File: src/rtl/instr_feeder_pkg.sv
// Shared definitions for the instruction feeder: default sizes, halt word and
// FSM state encodings.
package instr_feeder_pkg;

   localparam int unsigned DEF_DATA_W  = 16;
   localparam int unsigned DEF_ADDR_W  = 5;
   localparam int unsigned DEF_TIMEOUT = 15;
   localparam logic [15:0] HALT_WORD_DEF = 16'hFFFF;

   typedef logic [2:0] state_t;

   localparam state_t S_IDLE  = 3'd0;
   localparam state_t S_FETCH = 3'd1;
   localparam state_t S_ISSUE = 3'd2;
   localparam state_t S_WAIT  = 3'd3;
   localparam state_t S_HALT  = 3'd4;
   localparam state_t S_ERR   = 3'd5;

   function automatic logic is_busy(input state_t s);
      return (s == S_FETCH) || (s == S_ISSUE) || (s == S_WAIT);
   endfunction

   function automatic logic can_start(input state_t s);
      return (s == S_IDLE) || (s == S_HALT) || (s == S_ERR);
   endfunction

endpackage

File: src/rtl/instr_feeder_prog_mem.sv
// Program store: one write port, one registered read port; contents survive reset.
module prog_mem
   import instr_feeder_pkg::*;
#(
   parameter int unsigned DATA_W = DEF_DATA_W,
   parameter int unsigned ADDR_W = DEF_ADDR_W
) (
   input  logic              clk,
   input  logic              we,
   input  logic [ADDR_W-1:0] wr_addr,
   input  logic [DATA_W-1:0] wr_data,
   input  logic [ADDR_W-1:0] rd_addr,
   output logic [DATA_W-1:0] rd_data
);

   logic [DATA_W-1:0] mem [2**ADDR_W];

   always_ff @(posedge clk) begin
      if (we)
         mem[wr_addr] <= wr_data;
      rd_data <= mem[rd_addr];
   end

endmodule

File: src/rtl/instr_feeder.sv
// Processor Din/Run/Done initiator: steps through a loaded program, issuing one
// word per handshake and stopping on length, halt word or Done timeout.
module instr_feeder
   import instr_feeder_pkg::*;
#(
   parameter int unsigned       DATA_W    = DEF_DATA_W,
   parameter int unsigned       ADDR_W    = DEF_ADDR_W,
   parameter int unsigned       TIMEOUT   = DEF_TIMEOUT,
   parameter logic [DATA_W-1:0] HALT_WORD = DATA_W'(HALT_WORD_DEF)
) (
   input  logic              clk,
   input  logic              Rest,
   input  logic              load_en,
   input  logic [ADDR_W-1:0] load_addr,
   input  logic [DATA_W-1:0] load_data,
   input  logic [ADDR_W:0]   prog_len,
   input  logic              start,
   input  logic              Done_i,
   output logic [DATA_W-1:0] Din_o,
   output logic              Run_o,
   output logic [ADDR_W-1:0] pc_o,
   output logic              busy,
   output logic              halted,
   output logic              timeout_err,
   output logic [15:0]       instr_cnt
);

   localparam int unsigned       LEN_W  = ADDR_W + 1;
   localparam int unsigned       WCNT_W = (TIMEOUT > 1) ? $clog2(TIMEOUT) : 1;
   localparam logic [LEN_W-1:0]  DEPTH  = LEN_W'(2**ADDR_W);
   localparam logic [WCNT_W-1:0] WLAST  = WCNT_W'(TIMEOUT - 1);

   state_t              state;
   logic [ADDR_W-1:0]   pc;
   logic [LEN_W-1:0]    len_q;
   logic [LEN_W-1:0]    pc_next;
   logic [WCNT_W-1:0]   wcnt;
   logic [DATA_W-1:0]   rd_data;
   logic                mem_we;

   assign mem_we  = load_en && (state == S_IDLE);
   assign pc_next = LEN_W'(pc) + LEN_W'(1);

   prog_mem #(
      .DATA_W (DATA_W),
      .ADDR_W (ADDR_W)
   ) u_mem (
      .clk     (clk),
      .we      (mem_we),
      .wr_addr (load_addr),
      .wr_data (load_data),
      .rd_addr (pc),
      .rd_data (rd_data)
   );

   always_ff @(posedge clk) begin
      if (Rest) begin
         state     <= S_IDLE;
         Din_o     <= '0;
         Run_o     <= 1'b0;
         pc        <= '0;
         len_q     <= '0;
         wcnt      <= '0;
         instr_cnt <= '0;
      end else begin
         Run_o <= 1'b0;
         case (state)
            S_IDLE, S_HALT, S_ERR: begin
               if (start) begin
                  // clamp so pc can never wrap past the last address
                  len_q     <= (prog_len > DEPTH) ? DEPTH : prog_len;
                  pc        <= '0;
                  wcnt      <= '0;
                  instr_cnt <= '0;
                  state     <= (prog_len == '0) ? S_HALT : S_FETCH;
               end
            end
            S_FETCH: state <= S_ISSUE;
            S_ISSUE: begin
               if (rd_data == HALT_WORD) begin
                  state <= S_HALT;
               end else begin
                  Din_o <= rd_data;
                  Run_o <= 1'b1;
                  wcnt  <= '0;
                  state <= S_WAIT;
               end
            end
            S_WAIT: begin
               // Done takes priority over the timeout on the final wait cycle
               if (Done_i) begin
                  if (instr_cnt != '1)
                     instr_cnt <= instr_cnt + 16'd1;
                  if (pc_next == len_q) begin
                     state <= S_HALT;
                  end else begin
                     pc    <= pc_next[ADDR_W-1:0];
                     state <= S_FETCH;
                  end
               end else if (wcnt == WLAST) begin
                  state <= S_ERR;
               end else begin
                  wcnt <= wcnt + 1'b1;
               end
            end
            default: state <= S_IDLE;
         endcase
      end
   end

   assign pc_o        = pc;
   assign busy        = is_busy(state);
   assign halted      = (state == S_HALT);
   assign timeout_err = (state == S_ERR);

endmodule

File: config.mk
export PLATFORM = sky130hd
export DESIGN_NAME = instr_feeder
export DESIGN_NICKNAME = d
export VERILOG_FILES = /design/src/rtl/instr_feeder_pkg.sv /design/src/rtl/instr_feeder_prog_mem.sv /design/src/rtl/instr_feeder.sv
export SDC_FILE = /design/constraint.sdc
export NUM_CORES = 1
export LEC_CHECK = 0
export ABC_AREA = 0
export BUFFER_PORTS_ARGS = -buffer_cell sky130_fd_sc_hd__buf_2
export CAP_MARGIN = 5
export CORE_UTILIZATION = 55
export CTS_CLUSTER_DIAMETER = 80
export DETAILED_ROUTE_END_ITERATION = 8
export MAX_ROUTING_LAYER = met4
export PLACE_DENSITY = 0.75
export SKIP_CTS_REPAIR_TIMING = 1
export SYNTH_ARGS = -nofsm -noshare
export SYNTH_HDL_FRONTEND = slang
export SYNTH_SLANG_ARGS = --single-unit
File: constraint.sdc
create_clock -name clk -period 3.1 [get_ports clk]
set_input_delay 0.31 -clock clk [delete_from_list [all_inputs] [get_ports clk]]
set_output_delay 0.31 -clock clk [all_outputs]
set_load 0.03 [all_outputs]
After elaboration in Yosys (flattened, before gate mapping)
Memories as Yosys holds them, arrays and structs flattened. A register that Yosys moved wholly into a read port is not among the register bits.
Cells that the tools add are included.
- add/sub/neg operators: 3
- magnitude comparators: 1
- equal/unequal tests: 17
- mux-type cells: 24
- bitwise logic cells: 2
- reduce and logical (&&, ||, !) cells: 15
- operators with widths (kind ; count):
    2-to-1 mux 16 bit ; 3
    one-hot mux 16 bit (2 select lines) ; 1
    2-to-1 mux 3 bit ; 6
    adder 16 x 1 -> 16 bit (second input constant) ; 1
    equality test 16 bit (second input constant) ; 1
    2-to-1 mux 4 bit ; 4
    != test 16 bit (second input constant) ; 1
    2-to-1 mux 5 bit ; 3
    != test 2 bit (second input constant) ; 7
    one-hot mux 3 bit (4 select lines) ; 1
    one-hot mux 4 bit (3 select lines) ; 1
    one-hot mux 5 bit (2 select lines) ; 1
    AND reduction 4 bit ; 2
    adder 5 x 1 -> 6 bit (second input constant) ; 1
    equality test 3 x 2 -> 1 bit (second input constant) ; 2
    equality test 3 bit (second input constant) ; 2
    equality test 6 bit ; 1
    greater-than comparator 6 bit (second input constant) ; 1
    zero test 6 bit ; 1
    2-to-1 mux 6 bit ; 1
    AND reduction 2 bit ; 3
    AND reduction 5 bit ; 1
    adder 4 x 1 -> 4 bit (second input constant) ; 1
    equality test 4 bit (second input constant) ; 1
    other kinds (11) ; 15
- register bits: 51
- RAM bits: 512
- input port bits: 32
- output and inout port bits: 41
- word-level logic and storage cells: 70
- memories kept: 1
- memory list (memory ; depth ; bits a word ; rd ports ; clocked after memory_dff ; write ports ; RTL line ; source):
    u_mem.mem ; 32 ; 16 ; 1 ; 1 ; 1 ; instr_feeder_prog_mem.sv:16 ; logic [DATA_W-1:0] mem [2**ADDR_W];

Depth between registers and ports, before layout
- word-level depth: 5
- depth in mapped cells: 9
- gate-level depth less buffers: 8

Modules after synthesis
From an unflattened synthesis, not the netlist that was laid out.
- cell total of the unflattened synthesis: 1445
- area total of the unflattened synthesis: 23100.9 um^2
- by module, submodules not included (module ; instances ; cells each ; area each (um^2) ; seq. area each (um^2)):
    prog_mem ; 1 ; 1143 ; 20534.7 ; 15695.1
    instr_feeder ; 1 ; 302 ; 2566.2 ; 1021.0

Least setup slack after synthesis
Ideal clock, no wire load.
- kind: reg-to-reg
- start point: reg pc[1] (netlist: pc_o[1])
- end point: reg u_mem.rd_data[0] (read register of u_mem.mem)
- library setup time: 0.121 ns
- arrival time: 2.379 ns
- data required time: 2.979 ns
- slack: 0.601 ns
- stages on the path, launching flop included: 7
- path buffers: 3
- clock period less this slack: 2.499 ns
- cell sequence: dfxtp_1 > buf_2 > clkbuf_1 > clkbuf_1 > mux4_2 > mux4_2 > mux2_2
- RTL lines (what ; RTL line ; source):
    start: declaration ; instr_feeder.sv:34 ; logic [ADDR_W-1:0] pc;
    start signal: assignment ; instr_feeder.sv:97 ; pc <= pc_next[ADDR_W-1:0];
    end: declaration ; instr_feeder_prog_mem.sv:13 ; output logic [DATA_W-1:0] rd_data

Worst setup path in the final report
- start point: reg state[1]
- end point: mem u_mem.mem[12][4] (netlist name) (enable)
- word-level cells in the longest chain between the ends: 4
- RTL lines (what ; RTL line ; source):
    start: declaration ; instr_feeder.sv:33 ; state_t state;
    start signal: assignment ; instr_feeder.sv:75 ; state <= (prog_len == '0) ? S_HALT : S_FETCH;
    zero test 3 bit ; instr_feeder.sv:41 ; assign mem_we = load_en && (state == S_IDLE);
    logical AND 1 bit ; instr_feeder.sv:41 ;
    2-to-1 mux 1 bit ; instr_feeder_prog_mem.sv:19 ; if (we)
    2-to-1 mux 1 bit (implied by the code) ; instr_feeder_prog_mem.sv:20 ; mem[wr_addr] <= wr_data;
    end: declaration ; instr_feeder_prog_mem.sv:16 ;
Every way passes these cells.

==> metrics <==
total gr overflow 0; P per Cell Area 624 nW/um2; root buf cell clkbuf_16; Synth Flop Type edfxtp_1; Hold WS 0.0124 ns; max cap viols 0; die outline area 41,500 um2; Total Nets Final 1,275; WS Path Type reg2reg; critical path's slowest cell or3_1; fmax just under 400 MHz; setup TNS 0 ns; Clock transition at path regs about 0.06 ns; Worst path depth 5; Starting Density 0.561; Reg2Reg Depth 5; Post-synth EDFFs 512; Async SR Flop Fraction 0; total number of vias between 10,000 and 15,000; crit path buf inv count 1; # rows 73; Seq cells post-synth 579; uppermost routed layer met4; initial antenna violation count 6; Core ar. 39,900 um2; total track usage 0.254; HP Class in2reg; sequential-to-total area share from yosys stat 0.747; Max Fanout on Critical Path 15; setup violators final 0; CTS Buf Count 56; syn_nets 1,141; Avg Cell Area, Syn 20.3 um2; vias in the first global route ~11,000; Leak 8.11 nW; first-pass GRT wire length 73.5 mm; skew final 0.0231 ns; Clock H-tree levels 2; YS warnings 0; status finished, final reports clean; Post-Place Setup Slack 0.538 ns; DR iter-0 viols 1,562; antenna-violating nets left 0; Die Ht 204 um; post-synthesis cell count 1,105; post-layout minimum cycle time 2.60 ns; routed wl met2 23.2 mm; Routed WL about 49 mm; Final WS setup 0.503 ns; clock buffer depth 3; max_slew headroom 0.544; crit share post-route 0.838; CP Launch Type register; post-DP HPWL 29.7 mm; commonest cells after routing, fill and taps aside edfxtp_1, mux4_2, buf_2; IO Count 73; post-detailed-route DRC marker count 0; Max Transition Viols Final 0; Vias/cell 6.32; Clock Latency Late Sink 0.61 ns; most common cell after layout, fill and taps aside edfxtp_1; share of layout cells above drive strength 1 0.336; largest net degree at the start of global routing 69; Worst path max stage delay 0.56 ns; VDD IR max 0.435 mV; I/O Buffers 72; WL per Instance ~27 um; Cells on Worst Hold Path 3; unique cell type count in the Yosys netlist 49; Worst Tran Pin Value between 0.6 and 0.7 ns; TritonCTS clock tree yes; crit path DAT 2.92 ns; WP data required 3.42 ns; crit-path cells nor3_1 -> nand2_1 -> or3_1 -> nor2_2 -> buf_12; Synth Cell Area 22,400 um2; met1 WL 20.3 mm; CP endpoint kind register; CP delay by family, top simple AND/OR/NAND/NOR gates; met3 WL 4.64 mm; synthesis-to-layout area growth 14.7%; RePlAce Congestion 0.870; chip width 204 um; unrepaired setup endpoints after global routing no; TritonCTS sink count 579; Pre-Repair DR Iteration Count 7; final hold violations 0
area by class of cell:
cell class                 count  area, um2
multi-input combinational    461       5430
sequential                   579      16700
clock buffer                  73       1510
tap                          525        657
antenna                        4       10.0
clock inverter                29        288
fill                        2577      14200
timing repair buffer         136       1050
inverter                       5       18.8
Yosys cell counts, drive strengths merged (7+ instances only):
library cell | n | share of area
edfxtp | 512 | 0.69
clkbuf | 38 | 0.0064
a21oi | 25 | 0.0056
nand4 | 9 | 0.0025
xor2 | 14 | 0.0055
o21ai | 7 | 0.0016
dfxtp | 67 | 0.060
and3 | 8 | 0.0022
nand2 | 63 | 0.011
nor2 | 64 | 0.011
a31oi | 8 | 0.0022
nand3 | 10 | 0.0022
nand3b | 11 | 0.0037
buf | 22 | 0.0074
mux4 | 160 | 0.16
mux2 | 16 | 0.0080
kinds of logic (layout without fill, tap and decap cells):
group | Yosys count | count (layout) | share of synthesized area
flops | 579 | 579 | 0.747
simple gates | 198 | 198 | 0.0421
mux | 177 | 177 | 0.169
buf+inv | 65 | 243 | 0.0146
compound gates | 63 | 63 | 0.0177
xor+xnor | 19 | 19 | 0.00743
fa+ha+maj | 4 | 4 | 0.00224
other cells | 0 | 4 | 0
power by group:
part	switching, mW	leakage [nW]	total, mW	internal [mW]
sequential	0.0651	5.16	8.64	8.58
clock	2.84	0.874	6.67	3.83
combinational	0.464	2.08	0.700	0.236
total	3.37	8.11	16.0	12.6
per-layer routing:
layer | up-vias | track usage
met5 | - | -
met4 | 0 | 0.0822
met3 | 85 | 0.0484
met2 | 611 | 0.375
met1 | 5971 | 0.362
li1 | 4790 | -
path summary, 6_finish.rpt:
| check | to | startpoint | slack, ns |
|---|---|---|---|
| worst min register to register | Din_o[12] | Din_o[12] | 0.45 |
| worst min-delay path | len_q[3] | prog_len[3] | 0.01 |
| worst max-delay path | u_mem.mem[12][4] | state[1] | 0.50 |
| worst max register to register | u_mem.mem[12][4] | state[1] | 0.50 |
registers in the layout, indices dropped and copies added, names as in the netlist:
register       count
Din_o             16
Run_o              1
instr_cnt         16
len_q              6
u_mem.mem        512
wcnt               4
u_mem.rd_data     16
pc_o               5
state              3
worst register-to-register path, stage by stage (launching register included):
cell     delay, ns
dfxtp_1       0.45
nor3_1        0.46
nand2_1       0.20
or3_1         0.56
nor2_2        0.43
buf_12        0.21
metrics by stage:
stage          power [mW]  std cells  cell area (um2)  utilization
2_1_floorplan        9.20       1105            22400            -
3_3_place_gp         9.47       1706            23900        0.598
3_5_place_dp         9.50       1706            23900        0.598
4_1_cts              16.1       1808            25700        0.643
5_1_grt              16.5       1812            25700        0.644
6_report             16.0       1812            25700        0.644
Power figures use the tool's default switching activity.
